$ cat config.mk
export PLATFORM = sky130hd
export DESIGN_NAME = spi_daisy_port_flat
export DESIGN_NICKNAME = d
export VERILOG_FILES = /design/src/rtl/spi_daisy_port_if.sv /design/src/rtl/spi_daisy_port.sv /design/src/flat_wrapper.sv
export SDC_FILE = /design/constraint.sdc
export NUM_CORES = 1
export LEC_CHECK = 0
export ABC_AREA = 0
export CORE_MARGIN = 2
export CORE_UTILIZATION = 50
export CTS_CLUSTER_DIAMETER = 120
export DETAILED_ROUTE_END_ITERATION = 7
export GPL_TIMING_DRIVEN = 0
export PLACE_DENSITY = 0.78
export SETUP_SLACK_MARGIN = 0.15
export SLEW_MARGIN = 0
export SYNTH_ARGS = -nofsm -noshare
export SYNTH_HDL_FRONTEND = slang
export SYNTH_SLANG_ARGS = --single-unit
$ cat constraint.sdc
create_clock -name clk -period 3.1 [get_ports clk]
set_clock_uncertainty 0.15 [all_clocks]
set_input_delay 0.465 -clock clk [delete_from_list [all_inputs] [get_ports clk]]
set_output_delay 0.465 -clock clk [all_outputs]
set_load 0.1 [all_outputs]
$ cat src/rtl/spi_daisy_port_if.sv
// Signal bundle for spi_daisy_port: raw SPI pins on one side, the core's
// result/config words on the other.
interface spi_daisy_port_if #(
  parameter int WIDTH = 32
);
  logic             sck_in;
  logic             sdi_in;
  logic             cs_n_in;
  logic             sdo_out;
  logic [WIDTH-1:0] result_data_in;
  logic [WIDTH-1:0] cfg_data_out;
  logic             cfg_valid_out;
  logic             busy_out;
  logic             frame_err_out;

  modport slave (
    input  sck_in, sdi_in, cs_n_in, result_data_in,
    output sdo_out, cfg_data_out, cfg_valid_out, busy_out, frame_err_out
  );

  modport master (
    output sck_in, sdi_in, cs_n_in, result_data_in,
    input  sdo_out, cfg_data_out, cfg_valid_out, busy_out, frame_err_out
  );
endinterface

$ cat src/rtl/spi_daisy_port.sv
// Core-clock daisy-chain SPI slave: syncs the pins, shifts result out / config in.
// Define SPI_DAISY_FRAME_CHECK_EN to enforce multiple-of-WIDTH frame lengths.
module spi_daisy_port #(
  parameter int WIDTH = 32,
  parameter int CNT_W = 6
) (
  input  logic              clk,
  input  logic              reset,
  spi_daisy_port_if.slave   bus
);

  typedef enum logic [1:0] {
    WAIT_IDLE,
    IDLE,
    SHIFT,
    DONE
  } state_t;

  state_t           r_state;
  state_t           w_nextState;
  logic [2:0]       r_sckSync;
  logic [1:0]       r_sdiSync;
  logic [2:0]       r_csnSync;
  logic [1:0]       r_settleCnt;
  logic [WIDTH-1:0] r_sreg;
  logic [WIDTH-1:0] r_cfgData;
  logic             r_cfgValid;
  logic [CNT_W-1:0] r_bitIdx;
  logic             r_wordSeen;
  logic             w_sckRise;
  logic             w_csnFall;
  logic             w_csnRise;
  logic             w_sdi;
  logic             w_load;
  logic             w_shift;
  logic             w_done;
  logic             w_frameOk;
  logic             w_busy;

  // Stage 2 is the synchronised value; stage 3 is only for edge detection.
  always_ff @(posedge clk or posedge reset) begin
    if (reset) begin
      r_sckSync   <= 3'b000;
      r_sdiSync   <= 2'b00;
      r_csnSync   <= 3'b111;
      r_settleCnt <= 2'd0;
    end else begin
      r_sckSync <= {r_sckSync[1:0], bus.sck_in};
      r_sdiSync <= {r_sdiSync[0], bus.sdi_in};
      r_csnSync <= {r_csnSync[1:0], bus.cs_n_in};
      if (r_settleCnt != 2'd3) begin
        r_settleCnt <= r_settleCnt + 2'd1;
      end
    end
  end

  assign w_sckRise = r_sckSync[1] & ~r_sckSync[2];
  assign w_csnFall = ~r_csnSync[1] & r_csnSync[2];
  assign w_csnRise = r_csnSync[1] & ~r_csnSync[2];
  assign w_sdi     = r_sdiSync[1];

  always_ff @(posedge clk or posedge reset) begin
    if (reset) begin
      r_state <= WAIT_IDLE;
    end else begin
      r_state <= w_nextState;
    end
  end

  // The cs_n sync stages reset to 1, so WAIT_IDLE waits until they hold real pin samples.
  always_comb begin
    w_nextState = r_state;
    case (r_state)
      WAIT_IDLE: if (r_settleCnt == 2'd3 && r_csnSync[2:1] == 2'b11) w_nextState = IDLE;
      IDLE:      if (w_csnFall) w_nextState = SHIFT;
      SHIFT:     if (w_csnRise) w_nextState = DONE;
      DONE:      w_nextState = IDLE;
      default:   w_nextState = WAIT_IDLE;
    endcase
  end

  assign w_load  = (r_state == IDLE) && w_csnFall;
  assign w_shift = (r_state == SHIFT) && w_sckRise && !w_csnRise;
  assign w_done  = (r_state == DONE);
  assign w_busy  = (r_state == SHIFT) || (r_state == DONE);

  always_ff @(posedge clk or posedge reset) begin
    if (reset) begin
      r_sreg     <= '0;
      r_bitIdx   <= '0;
      r_wordSeen <= 1'b0;
    end else if (w_load) begin
      r_sreg     <= bus.result_data_in;
      r_bitIdx   <= '0;
      r_wordSeen <= 1'b0;
    end else if (w_shift) begin
      r_sreg <= {r_sreg[WIDTH-2:0], w_sdi};
      if (r_bitIdx == CNT_W'(WIDTH - 1)) begin
        r_bitIdx   <= '0;
        r_wordSeen <= 1'b1;
      end else begin
        r_bitIdx <= r_bitIdx + CNT_W'(1);
      end
    end
  end

`ifdef SPI_DAISY_FRAME_CHECK_EN
  logic r_frameErr;

  assign w_frameOk = r_wordSeen && (r_bitIdx == '0);

  always_ff @(posedge clk or posedge reset) begin
    if (reset) begin
      r_frameErr <= 1'b0;
    end else if (w_done && !w_frameOk) begin
      r_frameErr <= 1'b1;
    end
  end

  assign bus.frame_err_out = r_frameErr;
`else
  // Without the length check any frame that saw at least one sck edge is accepted.
  assign w_frameOk = r_wordSeen || (r_bitIdx != '0);
  assign bus.frame_err_out = 1'b0;
`endif

  // Valid pulse and new data appear together in the cycle after DONE.
  always_ff @(posedge clk or posedge reset) begin
    if (reset) begin
      r_cfgData  <= '0;
      r_cfgValid <= 1'b0;
    end else begin
      r_cfgValid <= w_done && w_frameOk;
      if (w_done && w_frameOk) begin
        r_cfgData <= r_sreg;
      end
    end
  end

  assign bus.sdo_out       = w_busy & r_sreg[WIDTH-1];
  assign bus.cfg_data_out  = r_cfgData;
  assign bus.cfg_valid_out = r_cfgValid;
  assign bus.busy_out      = w_busy;

endmodule

$ cat src/flat_wrapper.sv
// flat-port wrapper written by rule: the top's interface ports become plain ports
module spi_daisy_port_flat 
#(
  parameter int WIDTH = 32,
  parameter int CNT_W = 6
)
  (clk, reset, bus_sck_in, bus_sdi_in, bus_cs_n_in, bus_result_data_in, bus_sdo_out, bus_cfg_data_out, bus_cfg_valid_out, bus_busy_out, bus_frame_err_out);
  spi_daisy_port_if #(.WIDTH(WIDTH)) bus_i ();
  input  logic clk;
  input  logic reset;
  input wire logic [$bits(bus_i.sck_in)-1:0] bus_sck_in;
  input wire logic [$bits(bus_i.sdi_in)-1:0] bus_sdi_in;
  input wire logic [$bits(bus_i.cs_n_in)-1:0] bus_cs_n_in;
  input wire logic [$bits(bus_i.result_data_in)-1:0] bus_result_data_in;
  output wire logic [$bits(bus_i.sdo_out)-1:0] bus_sdo_out;
  output wire logic [$bits(bus_i.cfg_data_out)-1:0] bus_cfg_data_out;
  output wire logic [$bits(bus_i.cfg_valid_out)-1:0] bus_cfg_valid_out;
  output wire logic [$bits(bus_i.busy_out)-1:0] bus_busy_out;
  output wire logic [$bits(bus_i.frame_err_out)-1:0] bus_frame_err_out;
  assign bus_i.sck_in = bus_sck_in;
  assign bus_i.sdi_in = bus_sdi_in;
  assign bus_i.cs_n_in = bus_cs_n_in;
  assign bus_i.result_data_in = bus_result_data_in;
  assign bus_sdo_out = bus_i.sdo_out;
  assign bus_cfg_data_out = bus_i.cfg_data_out;
  assign bus_cfg_valid_out = bus_i.cfg_valid_out;
  assign bus_busy_out = bus_i.busy_out;
  assign bus_frame_err_out = bus_i.frame_err_out;
  spi_daisy_port #(.WIDTH(WIDTH), .CNT_W(CNT_W)) u_core (.clk(clk), .reset(reset), .bus(bus_i));
endmodule
==> metrics.yaml <==
final_layout:
  fin_nets: 417
  final_area_sq_mm: 0.00466
  drive_gt1_frac: 0.162
  layout_common_cells: "dfrtp_1, clkdlybuf4s50_1, nand2_1"
  syn_to_final_growth_pct: 29.5
  fillCellCount: 537
  n_antenna_cell: 0
  final_common_cell: "dfrtp_1"
synthesis:
  yosysWarningCount: 0
  synth.distinct_cells: 39
  netlist_instances: 289
  ys_async_sr_fraction: 1.00
  ys.flop_type: "dfrtp_1"
  ys_seq_area_frac: 0.585
  avgSynthCellArea_sq_um: 12.5
  synth-edff-count: 0
  synth.cell_area_sq_mm: 0.00360
  syn_nets: 334
  ys_seq_elements: 84
clock_network:
  clock_sinks: 84
  cts_inserted_buffers: 9
  path_clk_slew_ns: 0.08
  cts_hold_buf: 0
  cts_tree: "yes"
  htreeDepth: 3
  cts_buffer_depth: 2
  cts-root-buf: "clkbuf_8"
  clk_latency_ns: 0.34
worst_setup_path:
  reg2reg_depth: 8
  cp-start-kind: "flop"
  cp-end-kind: "output pin"
  r2r_slack_ns: 0.60
  worstReg2RegEnd: "u_core.r_sreg[8]"
  worstSetupPathType: "flop to output pin"
  path_max_fanout: 4
  timing.rr.start: "u_core.r_state[1]"
  crit_arrival_ns: 2.16
  worstPathRequired_ns: 2.48
route:
  wl_per_cell_um: 14.6
  num_vias: 2408
  drc: 0
  drtIter0Drc: 96
  viasPerCell: 5.09
  drtPass1Iterations: 4
  ant_nets: 0
  wl_um: 6900
grt:
  grt_remaining_overflow: 0
  global_route.usage.total: 0.195
  antenna_found_initial: 0
  grt_pass1_wl_um: 11700
  grt_max_degree: 57
  grt_pass1_vias: 2435
die:
  core_area_sq_mm: 0.00687
  rows: 30
  die_w_um: 88.8
  die_area_sq_mm: 0.00789
  initial_core_util: 0.524
  die_h_um: 88.8
  io_pins: 73
timing:
  timing.fmax_mhz: 360
  period_needed_ns: 2.78
  slew_viol_final: 0
  finalSetupViolations: 0
  worstMarginPinSlew_ns: 1.01
  relSlewSlack: 0.326
  finalSetupTns_ns: 0
  hold_viol_final: 0
  period_share: 0.895
  rsz0062_at_grt: "no"
placement:
  io_buffers: 71
  dp_hpwl_um: 4870
  placed_cell_area_sq_mm: 0.00446
  place.gp.congestion: 0.773
hold_path:
  worstHoldStart: "u_core.r_sckSync[0]"
  holdPathEnd: "u_core.r_sckSync[1]"
  hp-class: "flop to flop"
  hold_depth: 0
outcome:
  status: "finished, final reports clean"
run:
  drv_cap: 0
repair_timing:
| item | CTS | global route |
|---|---|---|
| setup buffers | 0 | 0 |
| gates resized for setup | 2 | 0 |
| setup endpoints to repair | 2 | 0 |
critical path: stages (launching register included):
cell and delay [ns]:
dfrtp_1 0.42, inv_1 0.12, ha_1 0.20, or2_2 0.13
and2_1 0.11, dlygate4sd2_1 0.85
layout make-up:
class / count / area [sq um] / area share
Multi-Input combinational cell: 181 / 1370 / 0.294
Clock buffer: 12 / 155 / 0.0333
Tap cell: 96 / 120 / 0.0258
Timing Repair Buffer: 72 / 736 / 0.158
Buffer: 16 / 91.3 / 0.0196
Clock inverter: 4 / 47.5 / 0.0102
Inverter: 8 / 32.5 / 0.00698
Sequential cell: 84 / 2110 / 0.452
synth_stat cells (2+ instances only):
| library cell | count | area share |
|---|---|---|
| mux2_2 | 29 | 0.091 |
| mux2_1 | 5 | 0.016 |
| dfrtp_1 | 81 | 0.56 |
| inv_1 | 8 | 0.0083 |
| mux2i_1 | 35 | 0.097 |
| buf_6 | 3 | 0.0094 |
| buf_2 | 4 | 0.0056 |
| o21ai_0 | 33 | 0.046 |
| nor2_1 | 6 | 0.0063 |
| nand2_1 | 37 | 0.039 |
| clkbuf_1 | 8 | 0.0083 |
| dfstp_2 | 3 | 0.022 |
| ha_1 | 8 | 0.028 |
| xnor2_1 | 2 | 0.0049 |
| a21oi_1 | 2 | 0.0028 |
| nor3_1 | 2 | 0.0028 |
state kept, by name, indices dropped and copies added, names as in the netlist:
name                      flops
u_core.r_settleCnt            2
u_core.bus.cfg_valid_out      1
u_core.r_sreg                32
u_core.r_wordSeen             1
u_core.r_bitIdx               6
u_core.r_sdiSync              2
u_core.bus.cfg_data_out      32
u_core.r_csnSync              3
u_core.r_sckSync              3
u_core.r_state                2
routing by layer:
| metal | global-route usage | share of wire |
|---|---|---|
| met3 | 0.0382 | 0.062 |
| met1 | 0.279 | 0.47 |
| met2 | 0.292 | 0.45 |
| met5 | 0 | 0 |
| met4 | 0.0813 | 0.017 |
stage by stage:
stage / setup slack (ns) / utilization / hold WS, ns / cells
3_3_place_gp: -0.945 / 0.645 / 0.184 / 456
6_report: 0.324 / 0.678 / 0.194 / 473
4_1_cts: 0.296 / 0.678 / 0.196 / 473
2_1_floorplan: 0.325 / - / 0.181 / 289
5_1_grt: 0.225 / 0.678 / 0.202 / 473
3_5_place_dp: 0.354 / 0.649 / 0.186 / 457
worst max-delay path by stage:
stage	from	endpoint	slack (ns)	cells after the start
2_1_floorplan	reset	u_core.bus.cfg_data_out[0]	0.32	1
3_3_place_gp	reset	u_core.r_state[0]	-0.95	2
3_5_place_dp	u_core.r_state[0]	bus_sdo_out	0.35	5
4_1_cts	u_core.r_state[0]	bus_sdo_out	0.30	5
5_1_grt	u_core.r_state[0]	bus_sdo_out	0.22	5
6_report	u_core.r_state[0]	bus_sdo_out	0.32	5
cell families after synthesis:
group                      synth area share
AOI/OAI and AO/OA                    0.0675
xor gates and xnor gates            0.00487
adders and majority gates            0.0278
buffers and inverters                0.0337
DFF                                   0.585
muxes                                 0.204
other                               0.00104
and+or+nand+nor                      0.0762
Power is not shown: default switching activity piles up to over one toggle a cycle in this logic, so the estimate is an artifact.
